[config.mk]
export PLATFORM = sky130hd
export DESIGN_NAME = fir_lane_packer_flat
export DESIGN_NICKNAME = d
export VERILOG_FILES = /design/src/rtl/fir_lane_packer_if.sv /design/src/rtl/fir_lane_packer.sv /design/src/flat_wrapper.sv
export SDC_FILE = /design/constraint.sdc
export NUM_CORES = 1
export LEC_CHECK = 0
export ABC_CLOCK_PERIOD_IN_PS = 2600
export BUFFER_PORTS_ARGS = -buffer_cell sky130_fd_sc_hd__buf_4
export CORE_ASPECT_RATIO = 1.1
export CORE_MARGIN = 2
export CORE_UTILIZATION = 30
export CTS_CLUSTER_SIZE = 12
export DETAILED_ROUTE_END_ITERATION = 6
export PLACE_DENSITY_LB_ADDON = 0.2
export REMOVE_ABC_BUFFERS = 1
export SLEW_MARGIN = 20
export SYNTH_ARGS = -nofsm -noshare
export SYNTH_HDL_FRONTEND = slang
export SYNTH_SLANG_ARGS = --single-unit
export TNS_END_PERCENT = 5
[constraint.sdc]
create_clock -name clk -period 2.6 [get_ports clk]
set_input_delay 0.26 -clock clk [delete_from_list [all_inputs] [get_ports clk]]
set_output_delay 0.26 -clock clk [all_outputs]
set_load 0.005 [all_outputs]
[src/rtl/fir_lane_packer_if.sv]
`default_nettype none
// ============================================================================
// Module   : fir_lane_packer_if
// Brief    : Sample-in / packed-beat-out handshake bundle for fir_lane_packer.
// Revision : 1.0
// ============================================================================
interface fir_lane_packer_if #(
    parameter int CHANNELS   = 2,
    parameter int DATA_WIDTH = 16,
    parameter int PSAMPLES   = 8
);
    logic                                    in_tvalid;
    logic                                    in_tready;
    logic [CHANNELS*DATA_WIDTH-1:0]          in_tdata;
    logic                                    in_tlast;
    logic                                    m_tvalid;
    logic                                    m_tready;
    logic [CHANNELS*DATA_WIDTH*PSAMPLES-1:0] m_tdata;
    logic                                    m_tlast;

    // Packer side: consumes samples, produces packed beats.
    modport slave (
        input  in_tvalid, in_tdata, in_tlast, m_tready,
        output in_tready, m_tvalid, m_tdata, m_tlast
    );

    modport master (
        output in_tvalid, in_tdata, in_tlast, m_tready,
        input  in_tready, m_tvalid, m_tdata, m_tlast
    );
endinterface
`default_nettype wire

[src/rtl/fir_lane_packer.sv]
`default_nettype none
// ============================================================================
// Module   : fir_lane_packer
// Brief    : Packs PSAMPLES consecutive samples per channel into one wide beat.
// Revision : 1.0
// ============================================================================
module fir_lane_packer #(
    parameter int CHANNELS   = 2,
    parameter int DATA_WIDTH = 16,
    parameter int PSAMPLES   = 8
) (
    input  wire logic                        clk,
    input  wire logic                        rst,
    fir_lane_packer_if.slave                 bus,
    output logic [$clog2(PSAMPLES)-1:0]      lane_cnt
);
    localparam int CNT_W = $clog2(PSAMPLES);
    localparam int OUT_W = CHANNELS * DATA_WIDTH * PSAMPLES;

    logic [OUT_W-1:0] r_acc;
    logic [CNT_W-1:0] r_cnt;
    logic             r_m_tvalid;
    logic [OUT_W-1:0] r_m_tdata;
    logic             r_m_tlast;

    logic             w_close_pending;
    logic             w_ready;
    logic             w_accept;
    logic             w_close;
    logic [OUT_W-1:0] w_word;

    // Ready only drops when a closing sample would overwrite an undrained beat.
    assign w_close_pending = (r_cnt == CNT_W'(PSAMPLES - 1)) || bus.in_tlast;
    assign w_ready         = !rst && !(w_close_pending && r_m_tvalid && !bus.m_tready);
    assign w_accept        = bus.in_tvalid && w_ready;
    assign w_close         = w_accept && w_close_pending;

    always_comb begin
        w_word = r_acc;
        for (int c = 0; c < CHANNELS; c++) begin
            w_word[(c*PSAMPLES + int'(r_cnt))*DATA_WIDTH +: DATA_WIDTH] =
                bus.in_tdata[c*DATA_WIDTH +: DATA_WIDTH];
        end
    end

    always_ff @(posedge clk) begin
        if (rst) begin
            r_acc      <= '0;
            r_cnt      <= '0;
            r_m_tvalid <= 1'b0;
            r_m_tdata  <= '0;
            r_m_tlast  <= 1'b0;
        end else begin
            if (w_accept) begin
                if (w_close_pending) begin
                    r_acc <= '0;
                    r_cnt <= '0;
                end else begin
                    r_acc <= w_word;
                    r_cnt <= r_cnt + CNT_W'(1);
                end
            end
            // A close in the same cycle as a drain reloads with no bubble.
            if (w_close) begin
                r_m_tvalid <= 1'b1;
                r_m_tdata  <= w_word;
                r_m_tlast  <= bus.in_tlast;
            end else if (r_m_tvalid && bus.m_tready) begin
                r_m_tvalid <= 1'b0;
            end
        end
    end

    assign bus.in_tready = w_ready;
    assign bus.m_tvalid  = r_m_tvalid;
    assign bus.m_tdata   = r_m_tdata;
    assign bus.m_tlast   = r_m_tlast;
    assign lane_cnt      = r_cnt;
endmodule
`default_nettype wire

[src/flat_wrapper.sv]
// flat-port wrapper written by rule: the top's interface ports become plain ports
module fir_lane_packer_flat 
#(
    parameter int CHANNELS   = 2,
    parameter int DATA_WIDTH = 16,
    parameter int PSAMPLES   = 8
)
  (clk, rst, lane_cnt, bus_in_tvalid, bus_in_tdata, bus_in_tlast, bus_m_tready, bus_in_tready, bus_m_tvalid, bus_m_tdata, bus_m_tlast);
  fir_lane_packer_if #(.CHANNELS(CHANNELS), .DATA_WIDTH(DATA_WIDTH), .PSAMPLES(PSAMPLES)) bus_i ();
  input  wire logic clk;
  input  wire logic rst;
  output logic [$clog2(PSAMPLES)-1:0] lane_cnt;
  input wire logic [$bits(bus_i.in_tvalid)-1:0] bus_in_tvalid;
  input wire logic [$bits(bus_i.in_tdata)-1:0] bus_in_tdata;
  input wire logic [$bits(bus_i.in_tlast)-1:0] bus_in_tlast;
  input wire logic [$bits(bus_i.m_tready)-1:0] bus_m_tready;
  output wire logic [$bits(bus_i.in_tready)-1:0] bus_in_tready;
  output wire logic [$bits(bus_i.m_tvalid)-1:0] bus_m_tvalid;
  output wire logic [$bits(bus_i.m_tdata)-1:0] bus_m_tdata;
  output wire logic [$bits(bus_i.m_tlast)-1:0] bus_m_tlast;
  assign bus_i.in_tvalid = bus_in_tvalid;
  assign bus_i.in_tdata = bus_in_tdata;
  assign bus_i.in_tlast = bus_in_tlast;
  assign bus_i.m_tready = bus_m_tready;
  assign bus_in_tready = bus_i.in_tready;
  assign bus_m_tvalid = bus_i.m_tvalid;
  assign bus_m_tdata = bus_i.m_tdata;
  assign bus_m_tlast = bus_i.m_tlast;
  fir_lane_packer #(.CHANNELS(CHANNELS), .DATA_WIDTH(DATA_WIDTH), .PSAMPLES(PSAMPLES)) u_core (.clk(clk), .rst(rst), .bus(bus_i), .lane_cnt(lane_cnt));
endmodule
# Word-level counts from Yosys, hierarchy flattened
# Cells that the tools add are included.
# totals
wordCells	31
latch_bits	0
n_memories	0
inputBits	37
ff_bits	517
romBits	0
ramBits	0
out_inout_bits	262
# op_classes
reduce_logical	11
bitwise_logic	0
eq_ne	1
order_cmp	0
div_mod_pow	0
addsub	4
mul	0
shifts	4
mux	6
# ops
op	n
$bwmux 256	2
$shift 16x33->256 const A	2
$shiftx 16x33->256	2
$mux 256	1
$neg 32->33	1
$neg 7->33	1
$logic_and 1x1->1	6
$add 4x3->5 const A	1
$add 3x1->3 const B	1
$eq 3x3->1 const B	1
$logic_not 1->1	3
$mux 3	1
$mux 1	2
$reduce_bool 2->1	1
$logic_or 1x1->1	1

# Logic depth before layout (Yosys ltp)
# logic_depth
word_depth	9
mapped_depth	14
mapped_depth_nobuf	7

# Least setup slack after synthesis
# No wires, ideal clock.
# synth_timing
kind	flip-flop to flip-flop
from	register u_core.r_cnt[0], in the netlist u_core.lane_cnt[0]
to	register u_core.r_acc[118]
path_stages_with_launch	13
t_required_ps	2541
period_less_slack_ps	2689
setup_slack_ps	-89
arrival_time_ps	2630
path_cell_list	dfxtp_1 > buf_6 > buf_6 > inv_1 > ha_1 > ha_1 > buf_2 > or2_2 > nor4_4 > and2_0 > clkbuf_2 > buf_4 > a22o_1
# synth_via
elab_chain_cells	7
word_cells_on_any_way	17
cone_classes	add/sub (3); eq/ne (1); shift (4); mux (3); reduce/logical (6)
# synth_rtl
element	line	text
from (decl)	fir_lane_packer.sv:21	logic [CNT_W-1:0] r_cnt;
from (signal assigned)	fir_lane_packer.sv:60	r_cnt <= r_cnt + CNT_W'(1);
parallel branches: the longest is 7 deep, another holds $neg 32->33	-	
to (signal assigned)	fir_lane_packer.sv:59	r_acc <= w_word;
to (decl)	fir_lane_packer.sv:20	logic [OUT_W-1:0] r_acc;
# Parallel ways; which one is timed is not known.
# A chain may end at the register's enable or synchronous reset.

# Final worst setup path
# layout_timing
from	register u_core.r_cnt[0], in the netlist u_core.lane_cnt[0]
to	register u_core.r_m_tdata[157], in the netlist u_core.bus.m_tdata[157]
# layout_via
elab_chain_cells	8
word_cells_on_any_way	17
cone_classes	add/sub (3); eq/ne (1); shift (4); mux (2); reduce/logical (7)
# layout_rtl
element	line	text
parallel branches: the longest is 8 deep, another holds $neg 32->33	-	
to (signal assigned)	fir_lane_packer.sv:66	r_m_tdata <= w_word;
to (decl)	fir_lane_packer.sv:23	logic [OUT_W-1:0] r_m_tdata;
# Parallel ways; which one is timed is not known.

==> flow_metrics.env <==
export IMPL_startpoint_type="register"
export IMPL_min_from="bus_in_tdata[17]"
export IMPL_antenna_found_initial=0
export IMPL_rrSetupSlack_ns=0.09
export IMPL_num_vias=18300
export IMPL_layout_commonest_cell="dfxtp_1"
export IMPL_port_buffers=298
export IMPL_htree_num_levels=2
export IMPL_start_util_pct=30.4
export IMPL_clk_pin_slew_ns=0.06
export IMPL_fillers=6621
export IMPL_ios=299
export IMPL_min_to="u_core.r_acc[177]"
export IMPL_area_delta_synth_final_pct=25.9
export IMPL_crit_buf_inv=2
export IMPL_maxSlewHeadroom_pct=48.9
export IMPL_finalPower_w=0.0172
export IMPL_synth_edf_count=0
export IMPL_cts_tree="done"
export IMPL_final_cell_mix="dfxtp_1, buf_4, nor2_1"
export IMPL_worstHoldPathCells=2
export IMPL_drv_slew=0
export IMPL_final_area_um2=25900
export IMPL_grt_ovfl_total=0
export IMPL_crit_type="reg -> reg"
export IMPL_skew_ns=0.0227
export IMPL_synth_flop_cell="dfxtp_1"
export IMPL_avgSynthCellArea_um2=9.84
export IMPL_multi_input_area_um2=9190
export IMPL_setup_viol=0
export IMPL_grt_pass1_wl_um=115000
export IMPL_rsz0062_at_grt="true"
export IMPL_vdd_drop_max_mv=0.494
export IMPL_wl_um=78400
export IMPL_reg2reg_depth=8
export IMPL_cp_common_cell="ha_1"
export IMPL_max_stage_delay_ns=0.60
export IMPL_num_rows=100
export IMPL_synthCells=2090
export IMPL_n_antenna_cell=0
export IMPL_clk_latency_ns=0.60
export IMPL_drv_cap=0
export IMPL_clockRootBuffer="clkbuf_16"
export IMPL_grt_max_degree=108
export IMPL_drc=0
export IMPL_synth_warnings=0
export IMPL_finalNetCount=2362
export IMPL_netlist_area_um2=20600
export IMPL_clock_sinks=517
export IMPL_place_gp_congestion=0.824
export IMPL_crit_family="simple AND/OR/NAND/NOR gates"
export IMPL_cp_slowest_cell="or4b_1"
export IMPL_drt_iter0_markers=1634
export IMPL_die_area_um2=70600
export IMPL_grt_pass1_vias=17500
export IMPL_cp_cell_sequence="inv_1, ha_1, ha_1, or4b_1, buf_4, nand3_2, a22oi_1, a211oi_1"
export IMPL_worstReg2RegStart="u_core.lane_cnt[0]"
export IMPL_crit_fanout=16
export IMPL_first_pass_iters=6
export IMPL_drive_gt1_share_pct=23.7
export IMPL_wl_per_cell_um=24.0
export IMPL_clockBufferDepth=3
export IMPL_min_period_ns=2.51
export IMPL_crit_required_ns=3.11
export IMPL_reg2reg_to="u_core.bus.m_tdata[157]"
export IMPL_viasPerCell=5.60
export IMPL_cellLeakagePower_nw=9.37
export IMPL_outcome="finished, final reports clean"
export IMPL_synth_cell_types=63
export IMPL_cts_made_buffers=55
export IMPL_synth_async_reset_ratio_pct=0
export IMPL_grt_usage_pct=21.4
export IMPL_critPathCaptureType="register"
export IMPL_worst_slack_ns=0.0904
export IMPL_post_dp_hpwl_um=49300
export IMPL_hold_viol=0
export IMPL_power_density_nw_per_um2=665
export IMPL_ys_ff_latch=517
export IMPL_finalCritPeriodShare_pct=96.5
export IMPL_register_area_um2=10300
export IMPL_die_w_um=254
export IMPL_die_h_um=279
export IMPL_ant_nets=0
export IMPL_placed_area_um2=23900
export IMPL_core_area_um2=67700
export IMPL_place_worst_setup_slack_ns=-0.106
export IMPL_ys_seq_area_share_pct=50.3
export IMPL_crit_arrival_ns=3.02
export IMPL_tightest_slew_ns=0.767
export IMPL_max_freq_mhz=398
export IMPL_holdCritPathClass="in -> reg"
==> cells in the mapped netlist, drive strengths merged (2+ instances only) <==
library cell,number,area (µm²)
a211oi,97,728
a22o,142,1240
o31ai,49,373
o21ai,166,831
o21a,2,15.0
nand2,88,333
dfxtp,517,10300
nor2b,7,43.8
a222oi,16,160
o2bb2ai,114,1010
nand2b,5,33.8
nor2,164,626
nor4,3,55.1
or2,5,31.3
and3,23,144
nand3,43,240
and3b,3,26.3
buf,99,569
o311a,14,140
nand4,2,12.5
o22ai,4,38.8
clkbuf,144,544
nand3b,50,379
or4b,2,20.0
a311oi,48,420
and2,21,131
a21oi,38,194
a31oi,2,18.8
a221o,16,160
a32o,18,180
a22oi,99,743
nor3,7,78.8
a221oi,32,280
ha,8,100
nor4b,3,41.3
or3b,17,149
inv,17,63.8
==> through the flow <==
| stage | instances | hold slack [ns] | setup TNS, ns | util [%] |
|---|---|---|---|---|
| 6_report | 3273 | 0.0374 | 0 | 38.2 |
| 5_1_grt | 3273 | 0.0222 | -0.660 | 38.2 |
| 4_1_cts | 3268 | 0.00938 | -0.0369 | 38.0 |
| 3_5_place_dp | 3164 | 0.445 | -4.91 | 35.3 |
| 3_3_place_gp | 3164 | 0.441 | -1.17 | 35.3 |
| 2_1_floorplan | 1847 | 0.329 | -1556.20 | - |
==> layer usage <==
layer	wire [µm]	up-vias	global-route usage [%]
met5	0	-	0
met4	2580	0	7.43
met3	5420	135	4.00
met2	36600	707	34.4
met1	33800	9033	28.5
li1	-	8448	-
==> power breakdown <==
part	internal [W]	leakage [nW]	switching, W
clock network	0.00441	0.849	0.00325
logic	0.000484	4.34	0.000921
registers	0.00806	4.18	0.0000889
==> worst reg2reg max path, cell delays in order, from the launching register on <==
cell	delay (ns)
dfxtp_1	0.31
inv_1	0.08
ha_1	0.21
ha_1	0.18
or4b_1	0.60
buf_4	0.21
nand3_2	0.31
a22oi_1	0.26
a211oi_1	0.26
==> area by class of cell <==
cell class	instances	area share (%)
clock buffers	81	6.16
clock inverters	14	0.498
inverters	17	0.247
multi-input cells	1316	35.5
flip-flops and latches	517	40.0
well taps	918	4.44
repair buffers	410	13.2
==> state kept, by name, indices dropped and copies added, names as in the netlist <==
name	flops
u_core.bus.m_tvalid	1
u_core.bus.m_tlast	1
u_core.lane_cnt	3
u_core.bus.m_tdata	256
u_core.r_acc	256
==> how the worst max path moves through the flow <==
| stage | startpoint | end | slack [ns] | cells after the start |
|---|---|---|---|---|
| final | u_core.lane_cnt[0] | u_core.bus.m_tdata[157] | 0.09 | 8 |
| after CTS | u_core.lane_cnt[0] | u_core.bus.m_tdata[108] | -0.02 | 8 |
| after global routing | u_core.lane_cnt[0] | u_core.bus.m_tdata[144] | -0.08 | 8 |
| after detailed placement | u_core.lane_cnt[0] | u_core.bus.m_tdata[203] | -0.11 | 8 |
| after global placement | u_core.lane_cnt[0] | u_core.r_acc[131] | -0.07 | 8 |
| after floorplan | u_core.lane_cnt[0] | u_core.bus.m_tdata[48] | -6.83 | 6 |
==> kinds of logic (layout without fill, tap and decap cells) <==
| kind of cell | Yosys count | in the layout | synth area share [%] |
|---|---|---|---|
| compound gates | 858 | 858 | 31.8 |
| fa+ha+maj | 8 | 8 | 0.487 |
| flops | 517 | 517 | 50.3 |
| buf+inv | 260 | 522 | 5.73 |
| simple gates | 447 | 450 | 11.6 |
==> timing repair <==
action / 4_1_cts / 5_1_grt
hold endpoints to repair: 6 / 0
gates resized for setup: 13 / 13
hold buffers: 3 / 0
buffers inserted: 4 / 3
cloned: 2 / 2
pin swaps: 1 / 1
endpoints found under the setup margin: 163 / 247
Note: power is estimated with default switching activity, not from simulation.
